**config.mk**
```make
export PLATFORM = sky130hd
export DESIGN_NAME = pipe_stage_reg
export DESIGN_NICKNAME = d
export VERILOG_FILES = /design/src/rtl/pipe_stage_reg.sv
export SDC_FILE = /design/constraint.sdc
export NUM_CORES = 1
export LEC_CHECK = 0
export CAP_MARGIN = 5
export CORE_ASPECT_RATIO = 0.8
export CORE_UTILIZATION = 53
export CTS_CLUSTER_DIAMETER = 200
export DETAILED_ROUTE_END_ITERATION = 10
export MAX_ROUTING_LAYER = met4
export PLACE_DENSITY = 0.92
export SYNTH_ARGS = -nofsm -noshare
export SYNTH_HDL_FRONTEND = slang
export SYNTH_SLANG_ARGS = --single-unit
```
**constraint.sdc**
```tcl
create_clock -name Clk -period 6.7 [get_ports Clk]
set_input_delay 2.01 -clock Clk [delete_from_list [all_inputs] [get_ports Clk]]
set_output_delay 2.01 -clock Clk [all_outputs]
set_load 0.05 [all_outputs]
```
**src/rtl/pipe_stage_reg.sv**
```systemverilog
// Two-entry (main + skid) pipeline register stage with stall, flush and a saturating flush-drop counter.
// Latency: in_data to out_data is one cycle when the stage is empty; it sustains one transfer per cycle.
// Backpressure: in_ready drops when both entries are full; stall freezes everything; bubble discards the contents.
module pipe_stage_reg #(
  parameter int WIDTH        = 32,
  parameter int CNT_W        = 8,
  parameter int ZERO_INVALID = 1
) (
  input  logic             Clk,
  input  logic             Rst,
  input  logic             in_valid,
  output logic             in_ready,
  input  logic [WIDTH-1:0] in_data,
  output logic             out_valid,
  input  logic             out_ready,
  output logic [WIDTH-1:0] out_data,
  input  logic             stall,
  input  logic             bubble,
  output logic [1:0]       count,
  output logic [CNT_W-1:0] drop_cnt
);

  // The state encoding equals the occupancy, so count is the state register itself.
  typedef enum logic [1:0] {
    ST_EMPTY = 2'd0,
    ST_ONE   = 2'd1,
    ST_TWO   = 2'd2
  } state_t;

  localparam logic [CNT_W+1:0] DROP_MAX = {2'b00, {CNT_W{1'b1}}};

  state_t           state_q, state_d;
  logic [WIDTH-1:0] main_q, main_d;
  logic [WIDTH-1:0] skid_q, skid_d;
  logic [CNT_W-1:0] drop_q, drop_d;

  logic             active;
  logic             accept;
  logic             emit;
  logic [CNT_W+1:0] drop_sum;

  // Handshake outputs and transfer events; Rst, stall and bubble all close both ports.
  always_comb begin
    active    = !Rst && !stall && !bubble;
    in_ready  = active && (state_q != ST_TWO);
    out_valid = active && (state_q != ST_EMPTY);
    accept    = in_valid && in_ready;
    emit      = out_valid && out_ready;
    if ((ZERO_INVALID != 0) && !out_valid) begin
      out_data = '0;
    end else begin
      out_data = main_q;
    end
    count    = state_q;
    drop_cnt = drop_q;
  end

  // Saturating add of the pre-flush occupancy; two spare bits keep the sum from overflowing for any CNT_W.
  always_comb begin
    drop_sum = {2'b00, drop_q} + {{CNT_W{1'b0}}, state_q};
  end

  // Next-state logic: stall holds, bubble empties and counts drops, otherwise move data on accept/emit.
  always_comb begin
    state_d = state_q;
    main_d  = main_q;
    skid_d  = skid_q;
    drop_d  = drop_q;
    if (stall) begin
      state_d = state_q;
    end else if (bubble) begin
      state_d = ST_EMPTY;
      main_d  = '0;
      skid_d  = '0;
      if (drop_sum > DROP_MAX) begin
        drop_d = {CNT_W{1'b1}};
      end else begin
        drop_d = drop_sum[CNT_W-1:0];
      end
    end else begin
      unique case (state_q)
        ST_EMPTY: begin
          if (accept) begin
            state_d = ST_ONE;
            main_d  = in_data;
          end
        end
        ST_ONE: begin
          if (accept && !emit) begin
            state_d = ST_TWO;
            skid_d  = in_data;
          end else if (emit && !accept) begin
            state_d = ST_EMPTY;
          end else if (accept && emit) begin
            state_d = ST_ONE;
            main_d  = in_data;
          end
        end
        ST_TWO: begin
          // in_ready is low here, so the only event is the skid entry moving up.
          if (emit) begin
            state_d = ST_ONE;
            main_d  = skid_q;
          end
        end
        default: begin
          state_d = ST_EMPTY;
        end
      endcase
    end
  end

  // State register; reset wins over stall and bubble and does not count discarded entries.
  always_ff @(posedge Clk) begin
    if (Rst) begin
      state_q <= ST_EMPTY;
      main_q  <= '0;
      skid_q  <= '0;
      drop_q  <= '0;
    end else begin
      state_q <= state_d;
      main_q  <= main_d;
      skid_q  <= skid_d;
      drop_q  <= drop_d;
    end
  end

endmodule

```
Yosys cells after proc, flatten, opt, wreduce, memory -nomap -nowiden

Index checks and enable logic that the tools add are counted.

Add/sub/neg operators: 1
Order comparisons: 1
Equality and inequality tests: 9
Mux-type cells: 19
Bitwise logic cells: 1
Reduce and logical (&&, ||, !) cells: 23

Operators with widths:

| kind               | count |
|---|---|
| $mux 32            | 10 |
| $pmux 32 s3        | 1 |
| $ne 3x3->1 const B | 5 |
| $mux 2             | 6 |
| $add 8x2->9        | 1 |
| $gt 9x8->1 const B | 1 |
| $logic_and 1x1->1  | 9 |
| $mux 8             | 1 |
| $reduce_and 7->1   | 1 |
| $pmux 2 s3         | 1 |
| $reduce_bool 2->1  | 3 |
| $logic_not 1->1    | 5 |
| $ne 5x5->1 const B | 1 |
| $reduce_and 4->1   | 1 |
| $reduce_bool 4->1  | 1 |
| $reduce_and 3->1   | 1 |
| $eq 2x1->1 const B | 1 |
| $eq 2x2->1 const B | 1 |
| $logic_not 2->1    | 1 |
| $ne 2x2->1 const B | 1 |
| $reduce_and 2->1   | 1 |
| $not 1->1          | 1 |

Flip-flop bits (word level): 74
Input port bits: 38
Output and inout bits: 44
Word-level logic and storage cells: 58

Logic depth before layout (Yosys ltp)

Gate-level depths: netlist (run 1).

Word-level depth: 11
Gate-level depth with buffers: 12
Depth with buffers taken out: 9

Worst setup path before layout (run 1)

Ideal clock, no wire load.

Kind: input port to output port
Start: input Rst
End: output in_ready
Arrival time: 3.331 ns
Data required time: 4.690 ns
Path slack: 1.359 ns
Cell stages on the path: 3
Path buffers: 1
Cells stage by stage: buf_6 > or3_1 > a21oi_1

Word-level cells in the longest chain between the ends: 4

RTL lines:

| what                            | RTL line | RTL |
|---|---|---|
| start, declared                 | 10       | `input logic Rst,` |
| $logic_not 1->1                 | 44       | `active = !Rst && !stall && !bubble;` |
| $logic_and 1x1->1 (2 in series) | 44       |  |
| $logic_and 1x1->1               | 45       | `in_ready = active && (state_q != ST_TWO);` |
| end, declared                   | 12       | `output logic in_ready,` |

No other way between the ends.

Worst setup path in the final report (run 1)

Start: input stall
End: output in_ready

Word-level cells in the longest chain between the ends: 4

RTL lines:

| what                            | RTL line | RTL |
|---|---|---|
| start, declared                 | 17       | `input logic stall,` |
| $logic_not 1->1                 | 44       |  |
| $logic_and 1x1->1 (2 in series) | 44       |  |
| $logic_and 1x1->1               | 45       |  |

No other way between the ends.

==> results of run 1 <==
## state kept, by name, summed over array words and instances (netlist names)
signal    cells
drop_cnt      8
skid_q       32
count         2
main_q       32
## layout make-up
type                            count  share of cell area, %
Clock buffer                       11                   3.04
Clock inverter                      3                   1.40
Inverter                            6                  0.485
Multi-Input combinational cell    227                   35.6
Sequential cell                    74                   31.9
Tap cell                           81                   2.18
Timing Repair Buffer               88                   25.5
## synthesized netlist by cell type (all sizes together) (3+ instances only)
cell type	instances	area, µm²
a21oi	10	50.1
a22o	32	280
and3	33	206
buf	16	105
clkbuf	14	52.6
dfxtp	74	1480
ha	5	62.6
inv	6	22.5
mux2i	34	340
nand2	38	145
nor2	7	28.8
nor3	3	20.0
o22ai	32	200
## critical path, stage by stage
cell and delay, ps:
clkdlybuf4s50_1 600, or3_1 460, a21oi_1 190, clkdlybuf4s50_1 830
## per-stage QoR
step                setup WS (ps)  total power, mW
floorplan                    1360            0.502
global placement              686            0.537
detailed placement            617            0.540
CTS                           604            0.907
global route                  516            0.931
finish                        596            0.899
## where the power goes
group	switching, mW	leakage [nW]	internal, mW
clock network	0.153	0.105	0.215
registers	0.00325	0.597	0.445
logic	0.0463	1.41	0.0371
total	0.202	2.11	0.697
## cell families after synthesis
| kind of cell | after synthesis | share of synthesized area, % |
|---|---|---|
| AND/OR/NAND/NOR | 99 | 16.5 |
| AO/OA/AOI/OAI | 84 | 19.3 |
| flip-flops | 74 | 44.9 |
| buffers and inverters | 36 | 5.46 |
| multiplexers | 34 | 10.3 |
| adder cells (fa/ha/maj) | 6 | 2.50 |
| XOR/XNOR | 4 | 1.06 |
## worst min-delay path by stage
stage,end
finish,main_q[30]$_SDFFE_PP0P_
global route,skid_q[4]$_SDFFE_PP0P_
CTS,main_q[3]$_SDFFE_PP0P_
detailed placement,main_q[3]$_SDFFE_PP0P_
global placement,main_q[3]$_SDFFE_PP0P_
floorplan,main_q[3]$_SDFFE_PP0P_
## per-layer routing
| metal | GRT usage (%) | up-vias |
|---|---|---|
| met1 | 34.0 | 1455 |
| met5 | - | - |
| met2 | 46.6 | 122 |
| met3 | 6.77 | 15 |
| li1 | - | 1373 |
| met4 | 10.9 | 0 |
==> results.json, run 1 <==
{
  "whs_path_depth": 2,
  "layout_common_cells": "dfxtp_1 (74), clkdlybuf4s50_1 (49), nand2_1 (37), mux2i_1 (34), and3_1 (33)",
  "worstHoldStart": "main_q[30]$_SDFFE_PP0P_",
  "num_rows": 25,
  "path_clk_slew_ps": 70,
  "met1Wirelength_mm": 3.73,
  "nets": 450,
  "viasPerCell": 6.05,
  "routed.top_layer": "met4",
  "fillCellCount": 403,
  "cts_tree": "yes",
  "critPathCapture": "in_ready",
  "arrival_ps": 4090,
  "antenna_cells": 0,
  "worst_slew_pin_slew_ps": 1190,
  "initial_core_util_pct": 55.5,
  "syn_inst": 337,
  "gp_congestion": 0.795,
  "dpl.hpwl_mm": 5.49,
  "overflow": 0,
  "numPortBuffers": 81,
  "grt_max_degree": 36,
  "hold_path_class": "reg -> reg",
  "drive_gt1_share_pct": 15.9,
  "synthToLayoutAreaGrowth_pct": 40.9,
  "reg2reg_to": "main_q[3]$_SDFFE_PP0P_",
  "yosysSeqAreaShare_pct": 44.9,
  "setup_tns_ps": 0,
  "maxSlewViolCount": 0,
  "relSlewSlack_pct": 20.4,
  "fin_skew_ps": 6.64,
  "wl_mm": 8.64,
  "cts_hold_buf": 0,
  "root_buffer": "clkbuf_8",
  "postPlaceCellArea_um2": 4440,
  "start_kind": "input pin",
  "p_leak_nw": 2.11,
  "crit_start": "stall",
  "final_common_cell": "dfxtp_1",
  "endpoint_kind": "primary output",
  "crit_fanout": 9,
  "drc": 0,
  "fin_cells": 490,
  "ys_seq_elements": 74,
  "fmax_mhz": 164,
  "finalCriticalPeriod_ps": 6100,
  "r2r_start": "count[1]$_SDFFE_PP0P_",
  "grt_pass1_wl_mm": 14.1,
  "async_flop_share_pct": 0,
  "whs_ps": 464,
  "placedCellCount": 476,
  "cts_setup_buffers": 0,
  "utilization_pct": 78.2,
  "fp.dieW_um": 90.2,
  "peakVddDrop_v": 0.000141,
  "synth-edff-count": 0,
  "ys_warn_count": 0,
  "wl_per_cell_um": 17.6,
  "num_io_pins": 82,
  "critPathKind": "in -> out",
  "grt_pass1_vias": 2951,
  "fp.dieArea_um2": 6550,
  "multi_input_area_um2": 1650,
  "ys.flop_type": "dfxtp_1",
  "synth.avg_cell_area_um2": 9.79,
  "h-tree-depth": 3,
  "finalSetupViolations": 0,
  "ctsResizeCount": 0,
  "routed-wl-met3_um": 493,
  "design_area_um2": 4650,
  "reg2regPathDepth": 7,
  "cp.required_ps": 4690,
  "route.met2.wl_mm": 4.31,
  "ant_nets": 0,
  "cts_buffers": 9,
  "die_height_um": 72.6,
  "core-area_um2": 5940,
  "r2r_slack_ps": 3220,
  "grt_setup_unrepaired": "false",
  "status": "finished, final reports clean",
  "cts_sinks": 74,
  "vias": 2965,
  "first_pass_iters": 5,
  "final_hold_viol_count": 0,
  "postSynthNetCount": 381,
  "grt.total_usage_pct": 28.3,
  "ys_types": 44,
  "syn_area_um2": 3300,
  "seqCellArea_um2": 1480,
  "antenna_found_initial": 0,
  "period_share_pct": 91.1,
  "clock_path_buffers": 2,
  "p_per_area_nw_per_um2": 193,
  "clkLatencyLatePin_ps": 340,
  "drt-initial-drc-count": 190,
  "cap_viol_max_count": 0
}
(Power assumes the default switching activity.)
==> run 2, diff against run 1 <==
--- a/config.mk
+++ b/config.mk
@@ -6,8 +6,10 @@
 export NUM_CORES = 1
 export LEC_CHECK = 0
 export CAP_MARGIN = 5
+export CELL_PAD_IN_SITES_DETAIL_PLACEMENT = 0
+export CELL_PAD_IN_SITES_GLOBAL_PLACEMENT = 1
 export CORE_ASPECT_RATIO = 0.8
-export CORE_UTILIZATION = 53
+export CORE_UTILIZATION = 40
 export CTS_CLUSTER_DIAMETER = 200
 export DETAILED_ROUTE_END_ITERATION = 10
 export MAX_ROUTING_LAYER = met4
==> run 2 against run 1 <==
Net effect: critical path depth stayed put; final area is 3.0% lower; global-route usage is 7.8 points lower; via count is 3.4% lower; non-clock buffer count is 2 higher; power is 1.2% higher; first-iteration DRC count is 36% lower; die area is 32% higher; flip-flop and latch count stayed put; utilization is 21 points lower.
==> results.json, run 2 (same netlist as run 1, synthesis figures left out) <==
{
  "layout_common_cells": "dfxtp_1 (74), clkdlybuf4s50_1 (49), nand2_1 (37), mux2i_1 (34), and3_1 (33)",
  "gp_congestion": 0.798,
  "fin_skew_ps": 12.2,
  "grt_pass1_wl_mm": 13.8,
  "num_rows": 29,
  "seqCellArea_um2": 1480,
  "cts_buffers": 9,
  "drc": 0,
  "die_height_um": 83.2,
  "p_per_area_nw_per_um2": 202,
  "holdPathEnd": "main_q[3]$_SDFFE_PP0P_",
  "endpoint_kind": "primary output",
  "antenna_found_initial": 0,
  "worst_slew_pin_slew_ps": 999,
  "wl_mm": 8.52,
  "reg2regPathDepth": 7,
  "multi_input_area_um2": 1650,
  "fp.dieW_um": 104,
  "fin_cells": 520,
  "relSlewSlack_pct": 33.4,
  "start_kind": "input pin",
  "fin_ws_ps": 767,
  "num_io_pins": 82,
  "hold_path_class": "reg -> reg",
  "maxSlewViolCount": 0,
  "grt.total_usage_pct": 20.5,
  "overflow": 0,
  "h-tree-depth": 3,
  "final_hold_viol_count": 0,
  "critPathKind": "in -> out",
  "synthToLayoutAreaGrowth_pct": 36.6,
  "cts_setup_buffers": 0,
  "dpl.hpwl_mm": 5.45,
  "fillCellCount": 683,
  "drt-initial-drc-count": 122,
  "postPlaceCellArea_um2": 4290,
  "numPortBuffers": 81,
  "first_pass_iters": 4,
  "finalSetupViolations": 0,
  "core-area_um2": 7950,
  "drive_gt1_share_pct": 16.7,
  "ant_nets": 0,
  "reg2reg_to": "main_q[3]$_SDFFE_PP0P_",
  "wl_per_cell_um": 16.4,
  "arrival_ps": 3920,
  "viasPerCell": 5.51,
  "period_share_pct": 88.5,
  "nets": 452,
  "ctsResizeCount": 0,
  "cts_sinks": 74,
  "cp.required_ps": 4690,
  "clkLatencyLatePin_ps": 340,
  "finalCriticalPeriod_ps": 5930,
  "root_buffer": "clkbuf_8",
  "status": "finished, final reports clean",
  "setup_tns_ps": 0,
  "path_clk_slew_ps": 80,
  "placedCellCount": 505,
  "crit_fanout": 3,
  "final_common_cell": "dfxtp_1",
  "grt_setup_unrepaired": "false",
  "grt_max_degree": 36,
  "place_ws_ps": 766,
  "grt_pass1_vias": 2732,
  "cts_tree": "yes",
  "r2r_start": "count[1]$_SDFFE_PP0P_",
  "utilization_pct": 56.7,
  "initial_core_util_pct": 41.5,
  "design_area_um2": 4510,
  "fmax_mhz": 169,
  "r2r_slack_ps": 3200,
  "fp.dieArea_um2": 8620,
  "p_leak_nw": 2.08,
  "cts_hold_buf": 0,
  "vias": 2863,
  "antenna_cells": 0,
  "whs_path_depth": 2,
  "clock_path_buffers": 2,
  "cap_viol_max_count": 0,
  "peakVddDrop_v": 0.000125,
  "worstHoldStart": "main_q[3]$_SDFFE_PP0P_"
}
run 2: power by group:
part	total [mW]	switching, mW	internal (mW)
clock	0.379	0.162	0.217
sequential	0.448	0.00339	0.444
combinational	0.0831	0.0458	0.0374
total	0.910	0.211	0.699
run 2: area by class of cell:
class | instances | area share (%)
Clock buffer | 10 | 3.05
Clock inverter | 5 | 1.75
Inverter | 6 | 0.500
Multi-Input combinational cell | 227 | 36.7
Sequential cell | 74 | 32.9
Tap cell | 108 | 3.00
Timing Repair Buffer | 90 | 22.2
run 2: layer usage:
| layer | track usage [%] | vias up | wire length, µm |
|---|---|---|---|
| met2 | 30.8 | 99 | 3880 |
| met3 | 5.89 | 8 | 552 |
| met4 | 3.56 | 0 | 53 |
| met5 | - | - | 0 |
| li1 | - | 1385 | - |
| met1 | 27.8 | 1371 | 4040 |
run 2: worst max-delay path by stage:
stage | from | endpoint | slack, ps
after global placement | Rst | in_ready | 810
after detailed placement | Rst | in_ready | 770
final | Rst | in_ready | 770
after global routing | Rst | out_data[21] | 700
after floorplan | Rst | in_ready | 1360
after CTS | Rst | in_ready | 760
run 2: critical path: stages:
cell	delay, ps
clkdlybuf4s50_1	450
or3_1	420
a21oi_1	200
clkdlybuf4s50_1	840
run 2: per-stage QoR:
| stage | hold slack (ps) | power, mW |
|---|---|---|
| 2_1_floorplan | 431 | 0.502 |
| 3_3_place_gp | 446 | 0.540 |
| 3_5_place_dp | 445 | 0.541 |
| 4_1_cts | 455 | 0.918 |
| 5_1_grt | 476 | 0.943 |
| 6_report | 453 | 0.910 |
==> run 3, diff against run 2 <==
--- a/config.mk
+++ b/config.mk
@@ -12,7 +12,6 @@
 export CORE_UTILIZATION = 40
 export CTS_CLUSTER_DIAMETER = 200
 export DETAILED_ROUTE_END_ITERATION = 10
-export MAX_ROUTING_LAYER = met4
 export PLACE_DENSITY = 0.92
 export SYNTH_ARGS = -nofsm -noshare
 export SYNTH_HDL_FRONTEND = slang
==> run 3 against run 2 <==
Net effect: power shrank 0.19%; critical path depth is the same; sequential power hardly changed; utilization unchanged; global-route usage down 0.59 points; final area unchanged; setup slack gained 10 ps; register-to-register slack about the same; critical path type unchanged; cell count stayed put; clock power about the same; count of clock-buffer cells in the layout unchanged.
==> results.json, run 3 (same netlist as run 1, synthesis figures left out) <==
{
  "status": "finished, final reports clean",
  "critPathKind": "in -> out",
  "start_kind": "input pin",
  "drt-initial-drc-count": 134,
  "endpoint_kind": "primary output",
  "num_io_pins": 82,
  "drc": 0,
  "grt_setup_unrepaired": "false",
  "period_share_pct": 88.4,
  "ant_nets": 0,
  "cts_sinks": 74,
  "dpl.hpwl_mm": 5.45,
  "p_leak_nw": 2.08,
  "cp_cell_sequence": "clkdlybuf4s50_1, or3_1, a21oi_1, clkdlybuf4s50_1",
  "die_height_um": 83.2,
  "clkLatencyLatePin_ps": 340,
  "wl_per_cell_um": 16.2,
  "antenna_found_initial": 0,
  "cap_viol_max_count": 0,
  "critPathSlowestCell": "clkdlybuf4s50_1",
  "nets": 452,
  "worstHoldStart": "main_q[3]$_SDFFE_PP0P_",
  "hold_path_class": "reg -> reg",
  "arrival_ps": 3910,
  "clock_path_buffers": 2,
  "fin_skew_ps": 11.4,
  "r2r_slack_ps": 3210,
  "root_buffer": "clkbuf_8",
  "path_clk_slew_ps": 70,
  "viasPerCell": 5.50,
  "setup_tns_ps": 0,
  "initial_core_util_pct": 41.5,
  "worst_slew_pin_slew_ps": 1000,
  "first_pass_iters": 4,
  "cts_hold_buf": 0,
  "whs_path_depth": 2,
  "grt_pass1_wl_mm": 13.8,
  "layout_common_cells": "dfxtp_1 (74), clkdlybuf4s50_1 (49), nand2_1 (37), mux2i_1 (34), and3_1 (33)",
  "reg2reg_to": "main_q[3]$_SDFFE_PP0P_",
  "cp.required_ps": 4690,
  "finalSetupViolations": 0,
  "grt.total_usage_pct": 19.9,
  "finalCriticalPeriod_ps": 5920,
  "p_per_area_nw_per_um2": 202,
  "fp.dieArea_um2": 8620,
  "cts_tree": "yes",
  "peakVddDrop_v": 0.000125,
  "fmax_mhz": 169,
  "max_stage_delay_ps": 840,
  "drive_gt1_share_pct": 16.7,
  "cts_buffers": 9,
  "final_hold_viol_count": 0,
  "relSlewSlack_pct": 33.2,
  "reg2regPathDepth": 7,
  "final_common_cell": "dfxtp_1",
  "r2r_start": "count[1]$_SDFFE_PP0P_",
  "postPlaceCellArea_um2": 4290,
  "core-area_um2": 7950,
  "overflow": 0,
  "vias": 2862,
  "ctsResizeCount": 0,
  "cts_setup_buffers": 0,
  "path_common_cell": "clkdlybuf4s50_1",
  "fillCellCount": 683,
  "crit_fanout": 3,
  "holdPathEnd": "main_q[3]$_SDFFE_PP0P_",
  "antenna_cells": 0,
  "num_rows": 29,
  "design_area_um2": 4510,
  "fp.dieW_um": 104,
  "numPortBuffers": 81,
  "grt_pass1_vias": 2726,
  "wl_mm": 8.41,
  "maxSlewViolCount": 0,
  "h-tree-depth": 3,
  "synthToLayoutAreaGrowth_pct": 36.6,
  "gp_congestion": 0.787,
  "grt_max_degree": 36
}
-- run 3: critical path: cells and delay by family --
family                 cells  cell delay, ps
buffers and inverters      2            1290
AO/OA/AOI/OAI              1             190
AND/OR/NAND/NOR            1             420
-- run 3: area by class of cell --
type                            count  area, µm²  share of cell area (%)
Inverter                            6       22.5                   0.500
Timing Repair Buffer               90        998                    22.2
Sequential cell                    74       1480                    32.9
Clock buffer                       10        138                    3.05
Tap cell                          108        135                    3.00
Clock inverter                      5       78.8                    1.75
Multi-Input combinational cell    227       1650                    36.7
-- run 3: metrics by stage --
stage / hold slack (ps) / setup slack [ps] / utilization, % / total power, mW / instances
finish: 454 / 777 / 56.7 / 0.909 / 520
CTS: 455 / 762 / 56.7 / 0.918 / 520
global placement: 446 / 809 / 54.0 / 0.540 / 505
global route: 476 / 700 / 56.7 / 0.943 / 520
detailed placement: 445 / 766 / 54.0 / 0.541 / 505
floorplan: 431 / 1360 / - / 0.502 / 337
-- run 3: per-layer routing --
metal | up-vias | share of wire, % | track usage [%] | routed length, µm
met1 | 1358 | 47 | 27.5 | 3920
met3 | 9 | 7.4 | 6.44 | 620
met5 | - | 0 | 0 | 0
met2 | 109 | 45 | 30.7 | 3820
met4 | 0 | 0.59 | 3.56 | 50
li1 | 1386 | - | - | -
-- run 3: power breakdown --
group	leakage, nW	total [mW]	switching, mW	internal, mW
clock network	0.112	0.378	0.161	0.217
logic	1.38	0.0829	0.0455	0.0373
registers	0.597	0.448	0.00336	0.444
total	2.08	0.909	0.209	0.699
-- run 3: how the worst max path moves through the flow --
stage	start	end	slack, ps	depth (start not counted)
after CTS	Rst	in_ready	760	4
after global routing	Rst	out_data[21]	700	6
after global placement	Rst	in_ready	810	4
final	Rst	in_ready	780	4
after detailed placement	Rst	in_ready	770	4
after floorplan	Rst	in_ready	1360	3
